<file path="config.mk">
export PLATFORM = sky130hd
export DESIGN_NAME = chunk_serial_adder
export DESIGN_NICKNAME = d
export VERILOG_FILES = /design/src/rtl/chunk_serial_adder.sv
export SDC_FILE = /design/constraint.sdc
export NUM_CORES = 1
export LEC_CHECK = 0
export ABC_AREA = 0
export CAP_MARGIN = 20
export CORE_MARGIN = 2
export CORE_UTILIZATION = 50
export DETAILED_ROUTE_END_ITERATION = 8
export GPL_ROUTABILITY_DRIVEN = 1
export PLACE_DENSITY = 0.86
export SLEW_MARGIN = 5
export SYNTH_ARGS = -nofsm -noshare
export SYNTH_HDL_FRONTEND = slang
export SYNTH_SLANG_ARGS = --single-unit
</file>
<file path="constraint.sdc">
create_clock -name clk -period 3.91 [get_ports clk]
set_input_delay 0.782 -clock clk [delete_from_list [all_inputs] [get_ports clk]]
set_output_delay 0.782 -clock clk [all_outputs]
set_load 0.01 [all_outputs]
</file>
<file path="src/rtl/chunk_serial_adder.sv">
// Multi-cycle adder: sums two WIDTH-bit operands plus carry-in CHUNK bits per clock,
// carrying between chunks in a register, with valid/ready handshakes on both sides.
module chunk_serial_adder #(
    parameter int WIDTH = 16,
    parameter int CHUNK = 4
) (
    input  logic             clk,
    input  logic             rst,
    input  logic             in_valid,
    output logic             in_ready,
    input  logic [WIDTH-1:0] a,
    input  logic [WIDTH-1:0] b,
    input  logic             cin,
    output logic             out_valid,
    input  logic             out_ready,
    output logic [WIDTH-1:0] sum,
    output logic             cout,
    output logic             overflow
);

    localparam int NCHUNK = WIDTH / CHUNK;
    localparam int IDXW   = (NCHUNK > 1) ? $clog2(NCHUNK) : 1;
    localparam logic [IDXW-1:0] LAST_IDX = IDXW'(NCHUNK - 1);

    typedef enum logic [1:0] {
        IDLE,
        RUN,
        DONE
    } state_t;

    state_t            state_q, state_d;
    logic [WIDTH-1:0]  a_q, a_d;
    logic [WIDTH-1:0]  b_q, b_d;
    logic [WIDTH-1:0]  sum_q, sum_d;
    logic [IDXW-1:0]   idx_q, idx_d;
    logic              carry_q, carry_d;
    logic              cout_q, cout_d;
    logic              overflow_q, overflow_d;

    logic [CHUNK-1:0]  a_chunk;
    logic [CHUNK-1:0]  b_chunk;
    logic [CHUNK-1:0]  s_chunk;
    logic [CHUNK:0]    chain;

    // Ripple chain of CHUNK full adders over the currently selected chunk.
    always_comb begin
        a_chunk  = a_q[idx_q*CHUNK +: CHUNK];
        b_chunk  = b_q[idx_q*CHUNK +: CHUNK];
        chain    = '0;
        s_chunk  = '0;
        chain[0] = carry_q;
        for (int i = 0; i < CHUNK; i++) begin
            s_chunk[i]   = a_chunk[i] ^ b_chunk[i] ^ chain[i];
            chain[i+1]   = (a_chunk[i] & b_chunk[i]) | (chain[i] & (a_chunk[i] ^ b_chunk[i]));
        end
    end

    always_comb begin
        state_d    = state_q;
        a_d        = a_q;
        b_d        = b_q;
        sum_d      = sum_q;
        idx_d      = idx_q;
        carry_d    = carry_q;
        cout_d     = cout_q;
        overflow_d = overflow_q;
        case (state_q)
            IDLE: begin
                if (in_valid) begin
                    a_d     = a;
                    b_d     = b;
                    carry_d = cin;
                    idx_d   = '0;
                    sum_d   = '0;
                    state_d = RUN;
                end
            end
            RUN: begin
                sum_d[idx_q*CHUNK +: CHUNK] = s_chunk;
                carry_d = chain[CHUNK];
                if (idx_q == LAST_IDX) begin
                    // chain[CHUNK-1] is the carry into the operand MSB on the last chunk
                    cout_d     = chain[CHUNK];
                    overflow_d = chain[CHUNK-1] ^ chain[CHUNK];
                    state_d    = DONE;
                end else begin
                    idx_d = idx_q + 1'b1;
                end
            end
            DONE: begin
                if (out_ready) begin
                    state_d = IDLE;
                end
            end
            default: state_d = IDLE;
        endcase
    end

    always_ff @(posedge clk or posedge rst) begin
        if (rst) begin
            state_q    <= IDLE;
            a_q        <= '0;
            b_q        <= '0;
            sum_q      <= '0;
            idx_q      <= '0;
            carry_q    <= 1'b0;
            cout_q     <= 1'b0;
            overflow_q <= 1'b0;
        end else begin
            state_q    <= state_d;
            a_q        <= a_d;
            b_q        <= b_d;
            sum_q      <= sum_d;
            idx_q      <= idx_d;
            carry_q    <= carry_d;
            cout_q     <= cout_d;
            overflow_q <= overflow_d;
        end
    end

    assign in_ready  = (state_q == IDLE);
    assign out_valid = (state_q == DONE);
    assign sum       = sum_q;
    assign cout      = cout_q;
    assign overflow  = overflow_q;

endmodule

</file>
==> metrics.md, run 1 <==
| Metric | Value |
|---|---|
| Initial antenna violation count | 0 |
| Min-delay worst type | reg2reg |
| Nets@finish | 283 |
| Seq/Total Area, Yosys | 54.1% |
| Worst EP required | 4110 ps |
| Synthesized flop and latch total | 55 |
| Wirelength per Cell | 16.1 µm |
| CTS Buf Count | 5 |
| Post-cts resize count | 0 |
| Final hold violations | 0 |
| I/O Pins | 57 |
| Worst slew margin | 64.1% |
| Max Cap Viol | 0 |
| Most frequent cells in the layout | 56 x clkdlybuf4s50_1, 55 x dfrtp_1, 33 x mux2_2 |
| Number of global-route vias before repair | 1,677 |
| Startpoint class of the critical path | flop |
| P per Cell Area | 872 nW/µm² |
| Number of diodes | 0 |
| Routed WL | 4890 µm |
| Peak supply drop | 0.436 mV |
| Syn Nets | 225 |
| First-pass GRT wire length | 8110 µm |
| Critical Path AT | 3240 ps |
| Post-CTS Setup Bufs | 0 |
| P_leak | 1.39 nW |
| Status | finished, final reports clean |
| Initial core utilization | 52.8% |
| Worst-skew pair later-pin latency | 300 ps |
| Cells after Synth | 179 |
| Chip width | 75.3 µm |
| Synth unique cells | 32 |
| Drt first pass iters | 4 |
| Fmax | 0.328 GHz |
| Residual DRC | 0 |
| Finished Core Util | 67.8% |
| Die ar. | 5680 µm² |
| Final setup violation count | 0 |
| Max Slew Vio Count | 0 |
| Final Instance Count excl. Fillers | 304 |
| Clock slew at reported path FFs | 90 ps |
| Fillers | 369 |
| Iteration-0 DRC Markers | 83 |
| GRT overflow | 0 |
| Die H | 75.3 µm |
| Final Cell Area | 3270 µm² |
| Hold_buf cts | 0 |
| Layout cells sized above 1 | 22.8% |
| Worst Path Class, Setup | reg2reg |
| Final period util | 77.9% |
| Post-route ant nets | 0 |
| GP Congestion | 0.787 |
| Via count | 1,638 |
| H-tree levels | 2 |
| Unrepaired setup endpoints after global routing | no |
| Longest Clk Path Bufs | 2 |
| PortBufs | 56 |
| Area grow syn2layout | 28.4% |
| Setup TNS | 0 ps |
| Via density per instance | 5.39 |
| CTS tree | done |
| Placeable Area | 4820 µm² |
| Mapped cell area | 2540 µm² |
| Root Driver | clkbuf_8 |
| DP Cell Count | 296 |
| CP endpoint kind | flop |
| Commonest non-fill, non-tap cell in the layout | clkdlybuf4s50_1 |
| Slew at the pin closest to its max-slew limit | 539 ps |
| Average size of a mapped cell | 14.2 µm² |
| Crit-path max FO | 13 |
| Placement Cell Area | 3160 µm² |
| Num rows | 25 |
| Period minus WS final | 3050 ps |
| Max Clock Skew | 6.36 ps |
| Largest net degree at the start of global routing | 56 |
| Detailed Place HPWL | 3680 µm |
| Gr usage total | 19.4% |
| CTS sink cnt | 55 |
| YS warnings | 0 |
## Yosys cell counts (all sizes together)
master	n	area share, %
dfrtp	55	54
mux2	34	15
a22o	11	3.8
inv	11	1.6
mux4	8	7.1
o2bb2ai	8	2.8
nand2	7	1.0
buf	5	1.3
ha	5	2.5
a21o	4	1.2
fa	4	3.1
clkbuf	3	0.49
a21oi	2	0.39
nand2b	2	0.49
nor2	2	0.30
nor2b	2	0.49
nor3	2	0.39
o21ai	2	0.39
or3	2	0.49
and2	1	0.25
and3b	1	0.34
nand3	1	0.20
nand3b	1	0.30
nor4	1	0.25
nor4b	1	0.34
o21bai	1	0.30
or3b	1	0.44
or4	1	0.34
xor2	1	0.34
## cells by family after synthesis
family	share of synthesized area [%]
AO/OA/AOI/OAI	8.80
XOR/XNOR	0.344
adder cells (fa/ha/maj)	5.60
buffers and inverters	3.39
flip-flops	54.1
multiplexers	22.1
AND/OR/NAND/NOR	5.65
## state kept, by name (all words and copies together) (netlist names)
register,cells
a_q,16
b_q,16
sum,16
idx_q,2
state_q,2
carry_q,1
cout,1
overflow,1
## worst max-delay path, stage by stage (launching register included)
cell and delay, ps:
dfrtp_1 620, buf_4 260, mux4_2 530, fa_1 430, inv_1 80, fa_1 210
inv_1 70, fa_1 520, a22o_1 230
## final cells by class
| type | count | area, µm² | area share, % |
|---|---|---|---|
| clock buffer | 6 | 82.6 | 2.53 |
| clock inverter | 1 | 5.00 | 0.153 |
| inverter | 11 | 41.3 | 1.26 |
| multi-input combinational | 105 | 1080 | 33.1 |
| sequential | 55 | 1380 | 42.1 |
| tap | 67 | 83.8 | 2.57 |
| timing repair buffer | 59 | 596 | 18.2 |
## report_power, final
part | internal [mW] | switching, mW | leakage, nW
sequential | 0.835 | 0.214 | 0.685
clock | 0.139 | 0.170 | 0.0470
combinational | 0.810 | 0.682 | 0.663
total | 1.78 | 1.07 | 1.39
## per-stage QoR
step	worst slack (ps)	hold WS, ps	power, mW
6_report	864	495	2.85
5_1_grt	704	510	3.05
2_1_floorplan	1040	450	2.04
4_1_cts	856	498	2.86
3_5_place_dp	868	474	2.55
3_3_place_gp	922	476	2.50
## worst paths after layout
check | startpoint | to | slack (ps) | depth (start not counted)
worst max-delay path | idx_q[0] | sum[15] | 860 | 8
worst min-delay path | sum[6] | sum[6] | 490 | 1
worst max register to register | idx_q[0] | sum[15] | 860 | 8
worst min register to register | sum[6] | sum[6] | 490 | 1
max in group asynchronous | rst | a_q[12] | 2580 | 3
min in group asynchronous | rst | b_q[14] | 800 | 2
## routing by layer
metal | up-vias | part of all wire (%) | global-route usage (%)
met5 | - | 0 | 0
li1 | 769 | - | -
met3 | 6 | 4.7 | 4.76
met1 | 804 | 44 | 25.8
met4 | 0 | 0.78 | 4.68
met2 | 59 | 51 | 32.4
Note: power is estimated with default switching activity, not from simulation.
==> run 2: changes to the inputs <==
==> constraint.sdc (replaced) <==
create_clock -name clk -period 2.85 [get_ports clk]
set_input_delay 0.57 -clock clk [delete_from_list [all_inputs] [get_ports clk]]
set_output_delay 0.57 -clock clk [all_outputs]
set_load 0.01 [all_outputs]
==> metrics.md, run 2 (synthesis results as in run 1) <==
| Metric | Value |
|---|---|
| CP endpoint kind | flop (unchanged) |
| Wirelength per Cell | 16.6 µm (was 16.1 µm) |
| Hold_ws | 495 ps (about the same) |
| Hold_buf cts | 0 (unchanged) |
| P_leak | 1.40 nW (was 1.39 nW) |
| Crit-path max FO | 4 (was 13) |
| Worst EP required | 3040 ps (was 4110 ps) |
| PortBufs | 56 (unchanged) |
| Nets@finish | 288 (was 283) |
| Via density per instance | 5.44 (was 5.39) |
| GRT overflow | 0 (unchanged) |
| Crit-path slowest cell | mux4_2 (was dfrtp_1) |
| CTS Buf Count | 5 (unchanged) |
| GP Congestion | 0.837 (was 0.787) |
| Drt first pass iters | 4 (unchanged) |
| Setup TNS | 0 ps (unchanged) |
| Post-route ant nets | 0 (unchanged) |
| Dpl ws | -3.26 ps (was 868 ps) |
| Critical Path AT | 2960 ps (was 3240 ps) |
| Final hold violations | 0 (unchanged) |
| Layout cells sized above 1 | 27.2% (was 22.8%) |
| Initial core utilization | 52.8% (unchanged) |
| Chip width | 75.3 µm (unchanged) |
| Residual DRC | 0 (unchanged) |
| Die ar. | 5680 µm² (unchanged) |
| Fillers | 383 (was 369) |
| Placeable Area | 4820 µm² (unchanged) |
| Area grow syn2layout | 29.5% (was 28.4%) |
| DP Cell Count | 301 (was 296) |
| Clock slew at reported path FFs | 100 ps (was 90 ps) |
| Peak supply drop | 0.627 mV (was 0.436 mV) |
| Routed WL | 5130 µm (was 4890 µm) |
| Finished Core Util | 68.4% (was 67.8%) |
| Initial antenna violation count | 0 (unchanged) |
| Most frequent cells in the layout | 56 x clkdlybuf4s50_1, 54 x dfrtp_1, 33 x mux2_2 (was 56 x clkdlybuf4s50_1, 55 x dfrtp_1, 33 x mux2_2) |
| I/O Pins | 57 (unchanged) |
| Crit-path cells | mux4_2 -> inv_1 -> fa_2 -> inv_2 -> fa_2 -> inv_2 -> fa_2 -> inv_2 -> fa_2 -> a22o_1 (was buf_4 -> mux4_2 -> fa_1 -> inv_1 -> fa_1 -> inv_1 -> fa_1 -> a22o_1) |
| Worst Path Class, Setup | reg2reg (unchanged) |
| Critical path's most frequent cell | fa_2 (was fa_1) |
| H-tree levels | 2 (unchanged) |
| Via count | 1,687 (was 1,638) |
| Number of global-route vias before repair | 1,785 (was 1,677) |
| Max Clock Skew | 12.7 ps (was 6.36 ps) |
| Status | finished, final reports clean (unchanged) |
| Largest stage delay, worst path | 520 ps (was 620 ps) |
| Fmax | 0.361 GHz (was 0.328 GHz) |
| CTS sink cnt | 55 (unchanged) |
| Period minus WS final | 2770 ps (was 3050 ps) |
| Worst-skew pair later-pin latency | 310 ps (was 300 ps) |
| Slew at the pin closest to its max-slew limit | 520 ps (was 539 ps) |
| First-pass GRT wire length | 8560 µm (was 8110 µm) |
| Final period util | 97.2% (was 77.9%) |
| Gr usage total | 20.3% (was 19.4%) |
| Startpoint class of the critical path | flop (unchanged) |
| Longest Clk Path Bufs | 2 (unchanged) |
| P per Cell Area | 1240 nW/µm² (was 872 nW/µm²) |
| Setup slack after layout | 80.3 ps (was 864 ps) |
| Final Instance Count excl. Fillers | 310 (was 304) |
| CTS tree | done (unchanged) |
| Number of diodes | 0 (unchanged) |
| Num rows | 25 (unchanged) |
| Min-delay worst type | reg2reg (unchanged) |
| Max Cap Viol | 0 (unchanged) |
| Die H | 75.3 µm (unchanged) |
| Max Slew Vio Count | 0 (unchanged) |
| Final setup violation count | 0 (unchanged) |
| Commonest non-fill, non-tap cell in the layout | clkdlybuf4s50_1 (unchanged) |
| Worst slew margin | 65.3% (was 64.1%) |
| Root Driver | clkbuf_8 (unchanged) |
| Iteration-0 DRC Markers | 159 (was 83) |
| Largest net degree at the start of global routing | 33 (was 56) |
| Detailed Place HPWL | 3900 µm (was 3680 µm) |
## run 2: worst paths after layout
path	from	to	slack [ps]	cells past startpoint
max	idx_q[0]	sum[3]	80	10
min	sum[2]	sum[2]	500	1
max reg2reg	idx_q[0]	sum[3]	80	10
min reg2reg	sum[2]	sum[2]	500	1
max in group asynchronous	rst	idx_q[0]	1610	3
min in group asynchronous	rst	b_q[4]	620	2
## run 2: timing repair
item,in CTS,in global routing
endpoints found under the setup margin,5,7
cloned,0,0
resized for setup,1,8
buffers inserted,0,1
pin swaps,0,2
## run 2: routing by layer
layer	track usage (%)	share of wire (%)
met1	25.1	40
met2	35.9	54
met3	5.29	5.2
met4	4.68	0.94
met5	0	0
## run 2: worst max-delay path, delay by kind of cell, from the launching register on
family | cells | cell delay, ps
AOI/OAI and AO/OA | 1 | 220
buffers and inverters | 4 | 260
muxes | 1 | 520
adders and majority gates | 4 | 1230
DFF | 1 | 430
## run 2: power by group
part	switching (mW)	internal (mW)	total, mW	leakage, nW
registers	0.257	1.15	1.40	0.684
logic	1.05	1.23	2.28	0.676
clock network	0.239	0.173	0.412	0.0422
total	1.54	2.55	4.09	1.40
## run 2: through the flow
step	cell area (µm²)	power, mW
2_1_floorplan	2550	2.81
3_3_place_gp	3200	3.47
3_5_place_dp	3200	3.55
4_1_cts	3280	3.97
5_1_grt	3300	4.38
6_report	3300	4.09
## run 2: layout make-up
type	count	area (µm²)	share of cell area [%]
inverter	11	41.3	1.25
clock inverter	1	5.00	0.152
tap	67	83.8	2.54
multi-input combinational	105	1090	33.1
sequential	55	1380	41.8
timing repair buffer	64	621	18.8
clock buffer	7	76.3	2.31
==> run 3: changes to the inputs <==
--- a/config.mk
+++ b/config.mk
@@ -11,6 +11,7 @@
 export CORE_UTILIZATION = 50
 export DETAILED_ROUTE_END_ITERATION = 8
 export GPL_ROUTABILITY_DRIVEN = 1
+export GPL_TIMING_DRIVEN = 0
 export PLACE_DENSITY = 0.86
 export SLEW_MARGIN = 5
 export SYNTH_ARGS = -nofsm -noshare
==> metrics.md, run 3 (synthesis results as in run 1) <==
| Metric | Value |
|---|---|
| Final setup violation count | 0 (unchanged) |
| Worst Path Buf+Inv | 4 (unchanged) |
| Detailed Place HPWL | 3790 µm (was 3900 µm) |
| Largest stage delay, worst path | 480 ps (was 520 ps) |
| Worst-skew pair later-pin latency | 310 ps (about the same) |
| CP endpoint kind | flop (unchanged) |
| Area grow syn2layout | 32.8% (was 29.5%) |
| Nets@finish | 292 (was 288) |
| Fmax | 0.362 GHz (was 0.361 GHz) |
| Met3 usage | 5.03% (was 5.29%) |
| Hold path depth | 1 (unchanged) |
| Max Cap Viol | 0 (unchanged) |
| PortBufs | 56 (unchanged) |
| Root Driver | clkbuf_8 (unchanged) |
| Initial antenna violation count | 0 (unchanged) |
| Die ar. | 5680 µm² (unchanged) |
| Num rows | 25 (unchanged) |
| Multi-input gate area | 1100 µm² (was 1090 µm²) |
| Final hold violations | 0 (unchanged) |
| CTS Buf Count | 5 (unchanged) |
| DP Cell Count | 303 (was 301) |
| Final period util | 97.1% (was 97.2%) |
| H-tree levels | 2 (unchanged) |
| Max Slew Vio Count | 0 (unchanged) |
| Hold_buf cts | 0 (unchanged) |
| Largest net degree at the start of global routing | 30 (was 33) |
| Startpoint class of the critical path | flop (unchanged) |
| Crit-path slowest cell | dfrtp_2 (was mux4_2) |
| Max Clock Skew | 2.78 ps (was 12.7 ps) |
| Dpl ws | -407 ps (was -3.26 ps) |
| Fillers | 351 (was 383) |
| Status | finished, final reports clean (unchanged) |
| Number of global-route vias before repair | 1,823 (was 1,785) |
| Via density per instance | 5.49 (was 5.44) |
| Most used routing layer | met2 (unchanged) |
| Layout cells sized above 1 | 29.6% (was 27.2%) |
| Critical Path AT | 2970 ps (was 2960 ps) |
| Number of diodes | 0 (unchanged) |
| Min-delay worst type | reg2reg (unchanged) |
| Hold_ws | 494 ps (was 495 ps) |
| Most frequent cells in the layout | 56 x clkdlybuf4s50_1, 54 x dfrtp_1, 33 x mux2_2 (unchanged) |
| Worst Path Class, Setup | reg2reg (unchanged) |
| Met2 Usage GRT | 34.5% (was 35.9%) |
| Wirelength per Cell | 16.3 µm (was 16.6 µm) |
| Via count | 1,723 (was 1,687) |
| CTS sink cnt | 55 (unchanged) |
| Worst EP required | 3050 ps (was 3040 ps) |
| GRT overflow | 0 (unchanged) |
| Residual DRC | 0 (unchanged) |
| Drt first pass iters | 4 (unchanged) |
| Routed WL | 5110 µm (was 5130 µm) |
| Longest Clk Path Bufs | 2 (unchanged) |
| FF-to-FF path depth | 10 (unchanged) |
| Register Area | 1380 µm² (unchanged) |
| Crit-path cells | mux4_2 -> inv_2 -> fa_2 -> inv_1 -> fa_2 -> inv_2 -> fa_2 -> inv_2 -> fa_2 -> a22o_1 (was mux4_2 -> inv_1 -> fa_2 -> inv_2 -> fa_2 -> inv_2 -> fa_2 -> inv_2 -> fa_2 -> a22o_1) |
| Final Instance Count excl. Fillers | 314 (was 310) |
| P_leak | 1.44 nW (was 1.40 nW) |
| Worst slew margin | 60.7% (was 65.3%) |
| Post-route ant nets | 0 (unchanged) |
| Die H | 75.3 µm (unchanged) |
| CTS tree | done (unchanged) |
| Chip width | 75.3 µm (unchanged) |
| CP delay by family, top | adder cells (unchanged) |
| Period minus WS final | 2770 ps (about the same) |
| GR Util met1 | 26.9% (was 25.1%) |
| Clock slew at reported path FFs | 90 ps (was 100 ps) |
| Critical path's most frequent cell | fa_2 (unchanged) |
| GP Congestion | 0.840 (was 0.837) |
| WP depth | 10 (unchanged) |
| P per Cell Area | 1270 nW/µm² (was 1240 nW/µm²) |
| Commonest non-fill, non-tap cell in the layout | clkdlybuf4s50_1 (unchanged) |
| First-pass GRT wire length | 8590 µm (was 8560 µm) |
| I/O Pins | 57 (unchanged) |
| Peak supply drop | 0.714 mV (was 0.627 mV) |
| Slew at the pin closest to its max-slew limit | 589 ps (was 520 ps) |
| Gr usage total | 20.7% (was 20.3%) |
| Iteration-0 DRC Markers | 145 (was 159) |
| Setup slack after layout | 83.9 ps (was 80.3 ps) |
| Initial core utilization | 52.8% (unchanged) |
| Placeable Area | 4820 µm² (unchanged) |
| Crit-path max FO | 4 (unchanged) |
[run 3: cell types whose count changed in the layout (fill, tap and decap cells not counted)]
cell,previous run,this run
buf_6,0,1
buf_2,0,1
clkbuf_2,0,1
inv_2,4,5
a21oi_2,0,1
clkbuf_1,2,1
buf_4,8,6
bufinv_16,0,1
buf_12,0,1
clkbuf_8,5,7
a21oi_1,2,1
inv_1,7,6
[run 3: area by class of cell]
class,instances,area share [%]
repair buffers,60,17.8
multi-input cells,105,32.4
flip-flops and latches,55,40.7
inverters,11,1.22
plain buffers,8,1.81
clock buffers,6,2.44
well taps,67,2.48
clock inverters,2,1.04
[run 3: final timing paths]
| path | from | end | slack (ps) |
|---|---|---|---|
| min | sum[0] | sum[0] | 490 |
| max | idx_q[0] | sum[3] | 80 |
| min reg2reg | sum[0] | sum[0] | 490 |
| max reg2reg | idx_q[0] | sum[3] | 80 |
| max in group asynchronous | rst | a_q[5] | 1670 |
| min in group asynchronous | rst | b_q[7] | 640 |
[run 3: power by group]
part	leakage [nW]	internal, mW	total (mW)	switching [mW]
combinational	0.699	1.27	2.39	1.12
sequential	0.684	1.15	1.35	0.206
clock	0.0612	0.284	0.531	0.247
[run 3: timing repair]
action,in CTS,in global routing
pin swaps,2,2
gates cloned,0,0
gates resized for setup,10,5
setup endpoints to repair,7,7
buffers inserted,3,0
[run 3: through the flow]
stage | setup TNS (ps) | power, mW | cell area (µm²) | util [%]
6_report | 0 | 4.28 | 3380 | 70.2
5_1_grt | -10.3 | 4.56 | 3380 | 70.2
4_1_cts | -13.6 | 4.24 | 3370 | 70.0
3_5_place_dp | -2490 | 3.57 | 3210 | 66.6
3_3_place_gp | -2200 | 3.49 | 3190 | 66.2
2_1_floorplan | 0 | 2.81 | 2550 | -
[run 3: per-layer routing]
metal / up-vias / part of all wire [%]
met5: - / 0
met4: 0 / 1.6
met3: 11 / 4.6
met2: 58 / 52
met1: 867 / 42
li1: 787 / -
